--- src/rtl/hsclk_div_m_if.sv ---
// Signal bundle between the CPLD map/clock-switch logic and the HS clock divider.
// en is a level request, not a handshake: 0 asks for a low park at the next period
// boundary, 1 releases it; parked reports that the output is being held low.
interface hsclk_div_m_if;
    logic [1:0] div_sel;
    logic       en;
    logic       clkout;
    logic       rise_next;
    logic       parked;
    logic [1:0] cur_sel;
    logic       sel_chg;
    logic [1:0] state_dbg;

    modport master (
        output div_sel,
        output en,
        input  clkout,
        input  rise_next,
        input  parked,
        input  cur_sel,
        input  sel_chg,
        input  state_dbg
    );

    modport slave (
        input  div_sel,
        input  en,
        output clkout,
        output rise_next,
        output parked,
        output cur_sel,
        output sel_chg,
        output state_dbg
    );
endinterface

--- src/rtl/hsclk_div_m.sv ---
// Programmable /2../8 divider for the CPU high-speed clock, 50 % duty, with
// boundary-aligned ratio changes and a low park for the HS/LS clock switch.
module hsclk_div_m #(
    parameter int SYNC_STAGES = 2
) (
    input  logic           hsclk_in,
    input  logic           rst,
    hsclk_div_m_if.slave   bus
);

    // Encoding chosen so clkout and parked are direct flop outputs (bit 0 / bit 1).
    typedef enum logic [1:0] {
        ST_LOW  = 2'b00,
        ST_HIGH = 2'b01,
        ST_PARK = 2'b10
    } state_t;

    state_t     state;
    state_t     state_n;
    logic [1:0] cnt;
    logic [1:0] cnt_n;
    logic [1:0] cur_sel;
    logic [1:0] cur_sel_n;
    logic       sel_chg;
    logic       sel_chg_n;
    logic [1:0] sync_q [SYNC_STAGES];
    logic [1:0] sel_s;
    logic       phase_end;

    // div_sel comes from the PHI1 domain; only the last stage is ever used.
    always_ff @(posedge hsclk_in or posedge rst) begin
        if (rst) begin
            for (int i = 0; i < SYNC_STAGES; i++) begin
                sync_q[i] <= 2'b00;
            end
        end else begin
            sync_q[0] <= bus.div_sel;
            for (int i = 1; i < SYNC_STAGES; i++) begin
                sync_q[i] <= sync_q[i-1];
            end
        end
    end

    assign sel_s     = sync_q[SYNC_STAGES-1];
    assign phase_end = (cnt == cur_sel);

    always_ff @(posedge hsclk_in or posedge rst) begin
        if (rst) begin
            state   <= ST_LOW;
            cnt     <= 2'b00;
            cur_sel <= 2'b00;
            sel_chg <= 1'b0;
        end else begin
            state   <= state_n;
            cnt     <= cnt_n;
            cur_sel <= cur_sel_n;
            sel_chg <= sel_chg_n;
        end
    end

    always_comb begin
        state_n   = state;
        cnt_n     = cnt;
        cur_sel_n = cur_sel;
        sel_chg_n = 1'b0;
        unique case (state)
            ST_HIGH: begin
                // en is deliberately ignored here so a high phase is never cut short.
                if (phase_end) begin
                    state_n = ST_LOW;
                    cnt_n   = 2'b00;
                end else begin
                    cnt_n = cnt + 2'd1;
                end
            end
            ST_LOW: begin
                if (phase_end) begin
                    cur_sel_n = sel_s;
                    sel_chg_n = (sel_s != cur_sel);
                    if (bus.en) begin
                        state_n = ST_HIGH;
                        cnt_n   = 2'b00;
                    end else begin
                        state_n = ST_PARK;
                    end
                end else begin
                    cnt_n = cnt + 2'd1;
                end
            end
            ST_PARK: begin
                // Track the requested ratio so the first high phase after wake uses it.
                cur_sel_n = sel_s;
                sel_chg_n = (sel_s != cur_sel);
                if (bus.en) begin
                    state_n = ST_HIGH;
                    cnt_n   = 2'b00;
                end
            end
            default: begin
                state_n = ST_LOW;
                cnt_n   = 2'b00;
            end
        endcase
    end

    assign bus.clkout    = state[0];
    assign bus.parked    = state[1];
    assign bus.rise_next = !state[0] && bus.en && (state[1] || phase_end);
    assign bus.cur_sel   = cur_sel;
    assign bus.sel_chg   = sel_chg;
    assign bus.state_dbg = state;

endmodule

--- src/flat_wrapper.sv ---
// flat-port wrapper written by rule: the top's interface ports become plain ports
module hsclk_div_m_flat 
#(
    parameter int SYNC_STAGES = 2
)
  (hsclk_in, rst, bus_div_sel, bus_en, bus_clkout, bus_rise_next, bus_parked, bus_cur_sel, bus_sel_chg, bus_state_dbg);
  hsclk_div_m_if bus_i ();
  input  logic hsclk_in;
  input  logic rst;
  input wire logic [$bits(bus_i.div_sel)-1:0] bus_div_sel;
  input wire logic [$bits(bus_i.en)-1:0] bus_en;
  output wire logic [$bits(bus_i.clkout)-1:0] bus_clkout;
  output wire logic [$bits(bus_i.rise_next)-1:0] bus_rise_next;
  output wire logic [$bits(bus_i.parked)-1:0] bus_parked;
  output wire logic [$bits(bus_i.cur_sel)-1:0] bus_cur_sel;
  output wire logic [$bits(bus_i.sel_chg)-1:0] bus_sel_chg;
  output wire logic [$bits(bus_i.state_dbg)-1:0] bus_state_dbg;
  assign bus_i.div_sel = bus_div_sel;
  assign bus_i.en = bus_en;
  assign bus_clkout = bus_i.clkout;
  assign bus_rise_next = bus_i.rise_next;
  assign bus_parked = bus_i.parked;
  assign bus_cur_sel = bus_i.cur_sel;
  assign bus_sel_chg = bus_i.sel_chg;
  assign bus_state_dbg = bus_i.state_dbg;
  hsclk_div_m #(.SYNC_STAGES(SYNC_STAGES)) u_core (.hsclk_in(hsclk_in), .rst(rst), .bus(bus_i));
endmodule
--- config.mk ---
export PLATFORM = sky130hd
export DESIGN_NAME = hsclk_div_m_flat
export DESIGN_NICKNAME = d
export VERILOG_FILES = /design/src/rtl/hsclk_div_m_if.sv /design/src/rtl/hsclk_div_m.sv /design/src/flat_wrapper.sv
export SDC_FILE = /design/constraint.sdc
export NUM_CORES = 1
export LEC_CHECK = 0
export CORE_AREA = 2 2 39 41
export CTS_CLUSTER_DIAMETER = 100
export DETAILED_ROUTE_END_ITERATION = 8
export DIE_AREA = 0 0 41 43
export PLACE_DENSITY = 0.69
export SYNTH_ARGS = -nofsm -noshare
export SYNTH_HDL_FRONTEND = slang
export SYNTH_SLANG_ARGS = --single-unit
--- constraint.sdc ---
create_clock -name hsclk_in -period 1.7 [get_ports hsclk_in]
set_clock_uncertainty 0.1 [all_clocks]
set_input_delay 0.34 -clock hsclk_in [delete_from_list [all_inputs] [get_ports hsclk_in]]
set_output_delay 0.34 -clock hsclk_in [all_outputs]
set_load 0.01 [all_outputs]
==> impl_metrics.py <==
metrics = {
    "global_route": {
        "grt_pass1_vias": 438,
        "antenna_found_initial": 0,
        "grt_overflow": 0,
        "grt_usage_pct": 16.58,
        "grt_first_pass_wirelength_um": 1911,
        "grt_max_degree": 14,
    },
    "sta": {
        "worstMarginPinSlew_ps": 407.6,
        "relSlewSlack_pct": 72.80,
        "max_clock_freq_mhz": 581.5,
        "maxSlewViolCount": 0,
        "final-hold-violation-count": 0,
        "holdWs_ps": 248.4,
        "period_needed_ps": 1720,
        "timing.final.ws_setup_ps": -19.62,
        "setup_violations": 1,
        "finalCritPeriodShare_pct": 101.2,
        "tns_ps": -19.62,
        "rsz0062_at_grt": "yes",
    },
    "worst_setup_path": {
        "slowest_stage": "dfrtp_1",
        "startpoint_type": "flop",
        "cp_max_fo": 2,
        "cp_data_arrival_time_ps": 1280,
        "slowest_delay_ps": 410,
        "path_cells": "xnor2_2 > a21oi_4 > nor2b_1 > buf_2",
        "setup.worst_path.class": "reg2out",
        "critical_path_required_ps": 1260,
        "crit_path_end_kind": "output port",
    },
    "routing": {
        "vias_per_cell": 4.944,
        "drc": 0,
        "wl_per_cell_um": 13.01,
        "drtPass1Iterations": 4,
        "ant_nets": 0,
        "first_iter_violations": 7,
        "wl_um": 1171,
        "vias": 445,
    },
    "cells_and_area": {
        "final.fill_count": 123,
        "drive_gt1_share_pct": 28.38,
        "diodes": 0,
        "fin_util_pct": 57.05,
        "final_nets": 80,
        "syn2layout_area_growth_pct": 36.88,
        "final_area_um2": 789.5,
    },
    "run_status": {
        "run_status": "finished, violations left",
        "violations": "setup timing",
    },
    "clocking": {
        "cts_tree": "yes",
        "clock-sinks": 11,
        "root_buffer": "clkbuf_4",
        "clkSlewWorstSetupHoldPaths_ps": 70,
        "clockBufferDepth": 2,
        "cts_made_buffers": 3,
        "clk_latency_ps": 270,
        "cts_max_level": 1,
        "cts_hold_buffers": 0,
    },
    "place": {
        "portBuffers": 12,
        "place.gp.congestion": 0.7565,
        "placed_cell_area_um2": 758.2,
        "dpl.hpwl_um": 805,
    },
    "synth": {
        "ys_top_cells_by_area": "dfrtp_1, xnor2_2, nor2b_1, a221oi_1, o2bb2ai_1",
        "yosys.area.top_type": "dfrtp_1",
        "ys_types": 25,
        "synth_fp_nets": 57,
        "synth_common_cells": "dfrtp_1, inv_1, nor2_1, nor2b_1, o21ai_0",
        "ys_seq_area_share_pct": 47.72,
        "synth_edf_count": 0,
        "mappedNetlistArea_um2": 576.8,
        "synth.ff_latch_count": 11,
        "yosysMostFrequentCell": "dfrtp_1",
        "async_flop_share_pct": 100.0,
        "synth.avg_cell_area_um2": 11.09,
        "ys_warn_count": 0,
        "synth.top_cell.area_share_pct": 47.72,
        "synthCells": 52,
        "synth-main-ff-cell": "dfrtp_1",
    },
    "die": {
        "die_y_um": 43,
        "fp-row-count": 14,
        "start_util_pct": 41.68,
        "core_mm2": 0.001384,
        "die_x_um": 41,
        "ios": 13,
        "dieArea_mm2": 0.001763,
    },
    "power": {
        "p_per_area_mw_per_mm2": 2133,
        "vdd_ir_drop_max_mv": 1.151,
        "p_total_uw": 1684,
        "cellLeakagePower_uw": 0.0003586,
    },
    "job": {
        "cap_viol_max_count": 0,
    },
    "worst_hold_path": {
        "hp-class": "in2async",
    },
}
## state kept, by name, indices dropped and copies added (netlist names)
name and cells:
u_core.cnt 2, u_core.bus.sel_chg 1, u_core.sel_s 2, u_core.bus.state_dbg 2
u_core.sync_q 2, u_core.bus.cur_sel 2
## where the power goes
part / switching [µW] / internal [µW]
Sequential: 57.8 / 346
Combinational: 505 / 597
Clock: 87.7 / 90.8
## metrics by stage
stage	setup WS (ps)	std cells
4_1_cts	-20.45	89
6_report	-19.62	90
3_3_place_gp	-407.5	84
5_1_grt	-94.39	90
3_5_place_dp	-403.7	84
2_1_floorplan	138.7	52
## worst max-delay path, delay by kind of cell, from the launching register on
kind,cells,cell delay [ps]
DFF,1,410
and+or+nand+nor,1,110
buffers and inverters,1,130
AOI/OAI and AO/OA,1,90
xor gates and xnor gates,1,270
## kinds of logic after synthesis
logic type,count (synthesis),synth area share [%]
flops,11,47.72
buf+inv,9,7.807
simple gates,10,9.111
xor+xnor,4,8.677
compound gates,16,22.34
mux,2,4.338
## what timing repair did
| action | CTS | global route |
|---|---|---|
| gates resized for setup | 8 | 0 |
| pin swaps | 2 | 2 |
| buffers inserted | 1 | 1 |
| endpoints found under the setup margin | 7 | 1 |
## per-layer routing
layer | GRT usage (%) | wire, µm | vias to the layer above | share of wire (%)
met3 | 6.283 | 53 | 2 | 4.5
met2 | 23.13 | 552 | 13 | 47
li1 | - | - | 226 | -
met4 | 6.000 | 8 | 0 | 0.68
met1 | 22.82 | 557 | 204 | 48
met5 | 0 | 0 | - | 0
## final cells by class
| type | count | area (µm²) | area share, % |
|---|---|---|---|
| tap | 16 | 20.02 | 2.536 |
| sequential | 11 | 275.3 | 34.87 |
| multi-input combinational | 32 | 256.5 | 32.49 |
| timing repair buffer | 24 | 200.2 | 25.36 |
| clock buffer | 4 | 26.28 | 3.328 |
| inverter | 3 | 11.26 | 1.426 |
## layout by cell type (no fill, tap or decap), types with 2 or more instances in the layout
| cell | count |
|---|---|
| xnor2_1 | 2 |
| xnor2_2 | 2 |
| o2bb2ai_1 | 2 |
| clkdlybuf4s50_1 | 7 |
| nor2_1 | 3 |
| a21oi_1 | 2 |
| buf_4 | 12 |
| nor2b_1 | 3 |
| dlygate4sd2_1 | 4 |
| inv_1 | 3 |
| clkbuf_4 | 3 |
| dfrtp_1 | 11 |
| o21bai_1 | 2 |
| o21ai_0 | 3 |
| o31ai_1 | 2 |
| a221oi_1 | 2 |
## final timing paths
| path | from | to | slack [ps] | cells after the start |
|---|---|---|---|---|
| setup / recovery | u_core.bus.cur_sel[1] | bus_rise_next | -20 | 4 |
| hold / removal | rst | u_core.sel_s[0] | 250 | 2 |
| setup reg to reg | u_core.bus.cur_sel[1] | u_core.bus.state_dbg[0] | 150 | 5 |
| hold reg to reg | u_core.sync_q[3] | u_core.sel_s[1] | 250 | 0 |
| max in group asynchronous | rst | u_core.cnt[1] | 960 | 2 |
| min in group hsclk_in | u_core.sync_q[3] | u_core.sel_s[1] | 250 | 0 |
No activity file was read; power rests on OpenSTA's default activity.
